==> config.mk <==
export PLATFORM = sky130hd
export DESIGN_NAME = dtw_dispatch
export DESIGN_NICKNAME = d
export VERILOG_FILES = /design/src/rtl/dtw_dispatch.sv
export SDC_FILE = /design/constraint.sdc
export NUM_CORES = 1
export LEC_CHECK = 0
export CORE_ASPECT_RATIO = 0.9
export CORE_MARGIN = 10
export CORE_UTILIZATION = 29
export DETAILED_ROUTE_END_ITERATION = 7
export GPL_TIMING_DRIVEN = 0
export PLACE_DENSITY = 0.79
export SLEW_MARGIN = 30
export SYNTH_ARGS = -nofsm -noshare
export SYNTH_HDL_FRONTEND = slang
export SYNTH_SLANG_ARGS = --single-unit
==> constraint.sdc <==
create_clock -name clk -period 1.7 [get_ports clk]
set_input_delay 0.34 -clock clk [delete_from_list [all_inputs] [get_ports clk]]
set_output_delay 0.34 -clock clk [all_outputs]
set_load 0.01 [all_outputs]
==> src/rtl/dtw_dispatch.sv <==
// dtw_dispatch: shares one query stream across N_CORES dtw_core instances.
//   Dispatch side: takes one query record (qid + SQG_SIZE samples) from the
//   upstream FWFT FIFO. It picks an idle core round-robin, pulses that core's
//   start, then streams the record into the core's input FIFO.
//   Collect side: moves each core's 3-word result record (qid, position,
//   minval) into the shared sink FIFO, round-robin across cores. Records from
//   different cores are never interleaved.
// Optional feature macro: DTW_DISPATCH_STATS_EN adds the stat_dispatched and
//   stat_collected counters.
module dtw_dispatch #(
    parameter int N_CORES  = 4,
    parameter int SQG_SIZE = 250
) (
    input  logic                   clk,
    input  logic                   rst_n,
    input  logic                   enable,
    output logic                   idle,
    output logic                   src_fifo_rden,
    input  logic                   src_fifo_empty,
    input  logic [31:0]            src_fifo_data,
    output logic [N_CORES-1:0]     core_start,
    output logic [N_CORES-1:0]     core_wr_en,
    input  logic [N_CORES-1:0]     core_full,
    output logic [31:0]            core_wr_data,
    output logic [N_CORES-1:0]     core_rd_en,
    input  logic [N_CORES-1:0]     core_empty,
    input  logic [32*N_CORES-1:0]  core_rd_data,
    output logic                   sink_fifo_wren,
    input  logic                   sink_fifo_full,
    output logic [31:0]            sink_fifo_data
`ifdef DTW_DISPATCH_STATS_EN
    ,
    output logic [31:0]            stat_dispatched,
    output logic [31:0]            stat_collected
`endif
);

    localparam int PW = (N_CORES > 1) ? $clog2(N_CORES) : 1;
    localparam int CW = $clog2(SQG_SIZE + 1);
    localparam logic [CW-1:0]      WCNT_LAST   = CW'(SQG_SIZE);
    localparam logic [N_CORES-1:0] ONE_HOT_LSB = N_CORES'(1);
    localparam logic [PW-1:0]      PTR_LAST    = PW'(N_CORES - 1);

    typedef enum logic [1:0] {
        D_IDLE   = 2'd0,
        D_PICK   = 2'd1,
        D_START  = 2'd2,
        D_STREAM = 2'd3
    } d_state_t;

    typedef enum logic {
        C_SCAN = 1'b0,
        C_XFER = 1'b1
    } c_state_t;

    d_state_t d_state_r, d_next_s;
    c_state_t c_state_r, c_next_s;

    logic [N_CORES-1:0] busy_r;
    logic [N_CORES-1:0] busy_nxt_s;
    logic [N_CORES-1:0] busy_set_s;
    logic [N_CORES-1:0] busy_clr_s;
    logic [N_CORES-1:0] free_s;
    logic [N_CORES-1:0] scan_req_s;
    logic [PW-1:0]      dptr_r, cptr_r;
    logic [PW-1:0]      dsel_r, csel_r;
    logic [PW-1:0]      dpick_s, cpick_s;
    logic [CW-1:0]      wcnt_r;
    logic [1:0]         rcnt_r;
    logic [N_CORES-1:0] core_start_r;
    logic               idle_r;
    logic               d_xfer_s, d_last_s;
    logic               c_xfer_s, c_last_s;

    // Decode a core index into a one-hot core vector.
    function automatic logic [N_CORES-1:0] onehot(input logic [PW-1:0] idx);
        return ONE_HOT_LSB << idx;
    endfunction

    // Advance a round-robin pointer, wrapping at N_CORES.
    function automatic logic [PW-1:0] ptr_inc(input logic [PW-1:0] p);
        return (p == PTR_LAST) ? PW'(0) : p + PW'(1);
    endfunction

    // First requesting index at or after ptr, wrapping; returns ptr if none.
    function automatic logic [PW-1:0] rr_pick(input logic [N_CORES-1:0] req,
                                              input logic [PW-1:0]      ptr);
        logic [PW-1:0] pick;
        logic [PW-1:0] idx_v;
        logic          found;
        int            idx;
        pick  = ptr;
        found = 1'b0;
        for (int i = 0; i < N_CORES; i++) begin
            idx   = (int'(ptr) + i >= N_CORES) ? int'(ptr) + i - N_CORES : int'(ptr) + i;
            idx_v = PW'(idx);
            pick  = (!found && req[idx_v]) ? idx_v : pick;
            found = found | req[idx_v];
        end
        return pick;
    endfunction

    // Next-state, transfer qualifiers and busy update for both FSMs.
    always_comb begin
        d_next_s   = d_state_r;
        c_next_s   = c_state_r;
        free_s     = ~busy_r;
        scan_req_s = busy_r & ~core_empty;
        dpick_s    = rr_pick(free_s, dptr_r);
        cpick_s    = rr_pick(scan_req_s, cptr_r);
        d_xfer_s   = 1'b0;
        d_last_s   = 1'b0;
        c_xfer_s   = 1'b0;
        c_last_s   = 1'b0;
        busy_set_s = '0;
        busy_clr_s = '0;

        case (d_state_r)
            D_IDLE: begin
                if (enable && !src_fifo_empty && (free_s != '0)) begin
                    d_next_s = D_PICK;
                end else begin
                    d_next_s = D_IDLE;
                end
            end
            D_PICK: begin
                d_next_s = D_START;
            end
            D_START: begin
                busy_set_s = onehot(dsel_r);
                d_next_s   = D_STREAM;
            end
            D_STREAM: begin
                d_xfer_s = !src_fifo_empty && !core_full[dsel_r];
                d_last_s = d_xfer_s && (wcnt_r == WCNT_LAST);
                if (d_last_s) begin
                    d_next_s = D_IDLE;
                end else begin
                    d_next_s = D_STREAM;
                end
            end
            default: begin
                d_next_s = D_IDLE;
            end
        endcase

        case (c_state_r)
            C_SCAN: begin
                if (scan_req_s != '0) begin
                    c_next_s = C_XFER;
                end else begin
                    c_next_s = C_SCAN;
                end
            end
            C_XFER: begin
                c_xfer_s = !core_empty[csel_r] && !sink_fifo_full;
                c_last_s = c_xfer_s && (rcnt_r == 2'd2);
                if (c_last_s) begin
                    busy_clr_s = onehot(csel_r);
                    c_next_s   = C_SCAN;
                end else begin
                    c_next_s   = C_XFER;
                end
            end
            default: begin
                c_next_s = C_SCAN;
            end
        endcase

        // A set needs !busy and a clear needs busy, so they never hit one bit together.
        busy_nxt_s = (busy_r | busy_set_s) & ~busy_clr_s;
    end

    assign src_fifo_rden  = d_xfer_s;
    assign core_wr_en     = d_xfer_s ? onehot(dsel_r) : '0;
    assign core_wr_data   = src_fifo_data;
    assign core_rd_en     = c_xfer_s ? onehot(csel_r) : '0;
    assign sink_fifo_wren = c_xfer_s;
    assign sink_fifo_data = core_rd_data[{csel_r, 5'b00000} +: 32];
    assign core_start     = core_start_r;
    assign idle           = idle_r;

    // FSM state registers.
    always_ff @(posedge clk or negedge rst_n) begin
        if (!rst_n) begin
            d_state_r <= D_IDLE;
            c_state_r <= C_SCAN;
        end else begin
            d_state_r <= d_next_s;
            c_state_r <= c_next_s;
        end
    end

    // Dispatch datapath: selected core, start pulse, word counter, RR pointer.
    always_ff @(posedge clk or negedge rst_n) begin
        if (!rst_n) begin
            dsel_r       <= '0;
            core_start_r <= '0;
            wcnt_r       <= '0;
            dptr_r       <= '0;
        end else begin
            if (d_state_r == D_PICK) begin
                dsel_r       <= dpick_s;
                core_start_r <= onehot(dpick_s);
            end else begin
                dsel_r       <= dsel_r;
                core_start_r <= '0;
            end
            if (d_state_r == D_START) begin
                wcnt_r <= '0;
            end else if (d_xfer_s) begin
                wcnt_r <= wcnt_r + CW'(1);
            end else begin
                wcnt_r <= wcnt_r;
            end
            if (d_last_s) begin
                dptr_r <= ptr_inc(dsel_r);
            end else begin
                dptr_r <= dptr_r;
            end
        end
    end

    // Collect datapath: selected core, result word counter, RR pointer.
    always_ff @(posedge clk or negedge rst_n) begin
        if (!rst_n) begin
            csel_r <= '0;
            rcnt_r <= 2'd0;
            cptr_r <= '0;
        end else begin
            if ((c_state_r == C_SCAN) && (scan_req_s != '0)) begin
                csel_r <= cpick_s;
                rcnt_r <= 2'd0;
            end else if (c_xfer_s) begin
                csel_r <= csel_r;
                rcnt_r <= c_last_s ? 2'd0 : rcnt_r + 2'd1;
            end else begin
                csel_r <= csel_r;
                rcnt_r <= rcnt_r;
            end
            if (c_last_s) begin
                cptr_r <= ptr_inc(csel_r);
            end else begin
                cptr_r <= cptr_r;
            end
        end
    end

    // Per-core busy flags and the registered idle indication.
    always_ff @(posedge clk or negedge rst_n) begin
        if (!rst_n) begin
            busy_r <= '0;
            idle_r <= 1'b1;
        end else begin
            busy_r <= busy_nxt_s;
            idle_r <= (busy_nxt_s == '0) && (d_next_s == D_IDLE);
        end
    end

`ifdef DTW_DISPATCH_STATS_EN
    logic [31:0] stat_dispatched_r;
    logic [31:0] stat_collected_r;

    // Free-running counts of started queries and completed result records.
    always_ff @(posedge clk or negedge rst_n) begin
        if (!rst_n) begin
            stat_dispatched_r <= 32'd0;
            stat_collected_r  <= 32'd0;
        end else begin
            stat_dispatched_r <= (core_start_r != '0) ? stat_dispatched_r + 32'd1 : stat_dispatched_r;
            stat_collected_r  <= c_last_s ? stat_collected_r + 32'd1 : stat_collected_r;
        end
    end

    assign stat_dispatched = stat_dispatched_r;
    assign stat_collected  = stat_collected_r;
`endif

endmodule

==> flow_metrics.py <==
metrics = {
    "cts": {
        "cts_buffer_depth": 2,
        "hold_buffers": 0,
        "clkSinkCount": 30,
        "cts_root_buffer": "clkbuf_8",
        "cts_buffers": 5,
        "path_clk_slew_ns": 0.07,
        "cts_tree": "built",
        "insertion_delay_ns": 0.28,
        "htree_levels": 2,
    },
    "routing": {
        "vias": 3195,
        "dr.first_iter.drc_count": 172,
        "drt_wl_total_um": 14300,
        "drc": 0,
        "wl_per_cell_um": 22.0,
        "ant_nets": 0,
        "first_pass_iters": 4,
        "routed_via_density": 4.93,
    },
    "setup_path": {
        "arrival_ns": 1.96,
        "critPathMaxStageDelay_ns": 0.54,
        "worstSetupPathType": "reg2out",
        "cp_max_fo": 4,
        "ff2ff_setup_slack_ns": -0.46,
        "r2r-end": "cptr_r[1]",
        "cpMostUsedCell": "buf_6",
        "r2r_start": "csel_r[0]",
        "cp-start-kind": "flip-flop",
        "required_ns": 1.36,
        "rr_worst_depth": 8,
        "cp_slowest_cell": "mux4_2",
        "cp-end-kind": "primary output",
        "path_cells": "buf_6 -> mux4_2 -> nor3b_4 -> buf_6 -> and2_4 -> buf_6",
    },
    "power_and_ir_drop": {
        "total_power_w": 0.00678,
        "switching_power_w": 0.00246,
        "switching_share": 0.362,
        "p_seq_frac": 0.160,
        "ir_worst_vdd_v": 0.000577,
        "p_per_area_nw_per_um2": 1130,
        "intPower_w": 0.00433,
        "combPwrFrac": 0.738,
        "leakage_nw": 2.51,
        "clock_power_share": 0.102,
    },
    "synth": {
        "synth_area_leader_cell": "mux4_2",
        "synth-compound-area-share": 0.111,
        "ys.flop_type": "dfrtp_1",
        "yosys.cell_types.count": 58,
        "yosys.area_share.adder": 0.0485,
        "synth_top_area_frac": 0.262,
        "synth_edf_count": 0,
        "synth_most_common_cell": "mux4_2",
        "ys_ff_latch": 30,
        "postSynthAreaPerCell_um2": 11.1,
        "synth_top_family_by_area": "multiplexers",
        "ys_top_cells_by_count": "33 x mux4_2, 32 x buf_4, 29 x dfrtp_1",
        "mappedNetlistArea_um2": 2840,
        "synth_async_sr_flop_share": 1.00,
        "synthSimpleGateAreaFrac": 0.160,
        "yosysSeqAreaShare": 0.265,
        "synthCells": 255,
        "synth_nets": 439,
        "synth_top_cells_by_area": "mux4_2 26%, dfrtp_1 26%, buf_4 8.5%",
        "yosysWarnings": 0,
        "synthMuxAreaShare": 0.290,
        "synthXorXnorAreaFrac": 0.00617,
    },
    "run": {
        "cap_violations": 0,
    },
    "global_route": {
        "gr-total-overflow": 0,
        "grt_antenna_before_repair": 0,
        "grt_max_degree": 31,
        "grt_pass1_vias": 3449,
        "grt_pass1_wl_um": 20600,
        "track_usage": 0.182,
    },
    "final_layout": {
        "syn_to_final_growth_pct": 111,
        "drive_gt1_frac": 0.398,
        "antennaDiodeCount": 0,
        "final_nets": 705,
        "final_cells": 648,
    },
    "floorplan": {
        "rows": 34,
        "fp.dieW_um": 124,
        "die_h_um": 114,
        "dieArea_um2": 14200,
        "core_area_um2": 9610,
        "start_util": 0.295,
        "num_io_pins": 252,
    },
    "timing": {
        "final-hold-violation-count": 0,
        "holdWs_ns": 0.0947,
        "rsz0062_at_grt": "true",
        "fin_crit_ns": 2.30,
        "finalCritPeriodShare": 1.35,
        "max_freq_mhz": 435,
        "setup_slack_ns": -0.596,
        "maxSlewViolCount": 0,
        "worst_clock_skew_ns": 0.00313,
        "slew_headroom": 0.548,
        "worst_pin_slew_ns": 0.679,
        "setup_viol": 59,
    },
    "place": {
        "place_congestion": 0.917,
        "hpwl_um": 11500,
        "place_inst": 600,
        "portBuffers": 219,
    },
    "outcome": {
        "status": "complete, but fails checks",
        "violations": "negative setup slack",
    },
    "hold_path": {
        "hold_path_class": "in2async",
    },
}
[worst max-delay path: cells and delay by family, from the launching register on]
kind / cells / cell delay (ns)
multiplexers: 1 / 0.54
flip-flops: 1 / 0.38
buffers and inverters: 3 / 0.38
AND/OR/NAND/NOR: 2 / 0.36
[per-layer routing]
metal / global-route usage / vias up / share of wire
li1: - / 1469 / -
met4: 0.0318 / 0 / 0.010
met2: 0.340 / 148 / 0.55
met1: 0.203 / 1568 / 0.36
met3: 0.0524 / 10 / 0.080
met5: 0 / - / 0
[timing repair]
action / CTS / global route
cloned: 1 / 1
gates resized for setup: 255 / 50
pin swaps: 13 / 10
setup buffers: 33 / 22
setup endpoints to repair: 64 / 65
[sequential cells by signal, summed over array words and instances (netlist names), 2 cells and up]
| name | flops |
|---|---|
| wcnt_r | 8 |
| busy_r | 4 |
| core_start | 4 |
| cptr_r | 2 |
| csel_r | 2 |
| d_state_r | 2 |
| dptr_r | 2 |
| dsel_r | 2 |
| rcnt_r | 2 |
[power by group through the flow]
stage | Clock, W | Sequential [W] | Combinational (W)
final | 0.000689 | 0.00109 | 0.00501
after global placement | 0 | 0.00102 | 0.00385
after detailed placement | 0 | 0.00103 | 0.00392
after global routing | 0.000719 | 0.00111 | 0.00533
after CTS | 0.000688 | 0.00104 | 0.00461
after floorplan | 0 | 0.000988 | 0.00217
[layout by cell type, fill, tap and decap left out, drive strengths merged, types with 7 or more instances in the layout]
cell and instances:
clkbuf 12, o21ai 10, nor2 16, dfrtp 29, a21oi 10, nand2b 8
mux4 34, and2 10, nand2 12, buf 123, inv 7, clkdlybuf4s50 172
ha 11
[how the worst max path moves through the flow]
stage          depth (start not counted)  slack, ns          start             to
2_1_floorplan                          4      -0.28      csel_r[0]  core_rd_en[0]
3_3_place_gp                           5      -1.16  core_empty[3]  core_rd_en[3]
3_5_place_dp                           5      -1.20  core_empty[3]  core_rd_en[1]
4_1_cts                                6      -0.58      csel_r[0]  core_rd_en[1]
5_1_grt                                6      -0.63      csel_r[0]  core_rd_en[0]
6_report                               6      -0.60      csel_r[0]  core_rd_en[1]
[cell type report]
cell class | instances | area (um2)
inverters | 8 | 42.5
plain buffers | 40 | 327
repair buffers | 263 | 2710
fillers | 774 | 3630
flip-flops and latches | 30 | 753
multi-input cells | 173 | 1880
clock buffers | 8 | 110
well taps | 126 | 158
[stage by stage]
step           TNS (ns)  utilization  worst slack, ns  area, um2
6_report         -21.29        0.623           -0.596       5990
3_3_place_gp     -50.50        0.543            -1.16       5220
2_1_floorplan     -2.61            -           -0.285       2870
5_1_grt          -23.59        0.623           -0.630       5990
3_5_place_dp     -44.54        0.543            -1.20       5220
4_1_cts          -20.91        0.598           -0.578       5750
[kinds of logic (layout without fill, tap and decap cells)]
group                    Yosys count  in the layout
multiplexers                      39             39
flip-flops                        30             30
buffers and inverters             52            319
XOR/XNOR                           2              2
AND/OR/NAND/NOR                   75             75
AO/OA/AOI/OAI                     46             46
adder cells (fa/ha/maj)           11             11
Note: power is estimated with default switching activity, not from simulation.
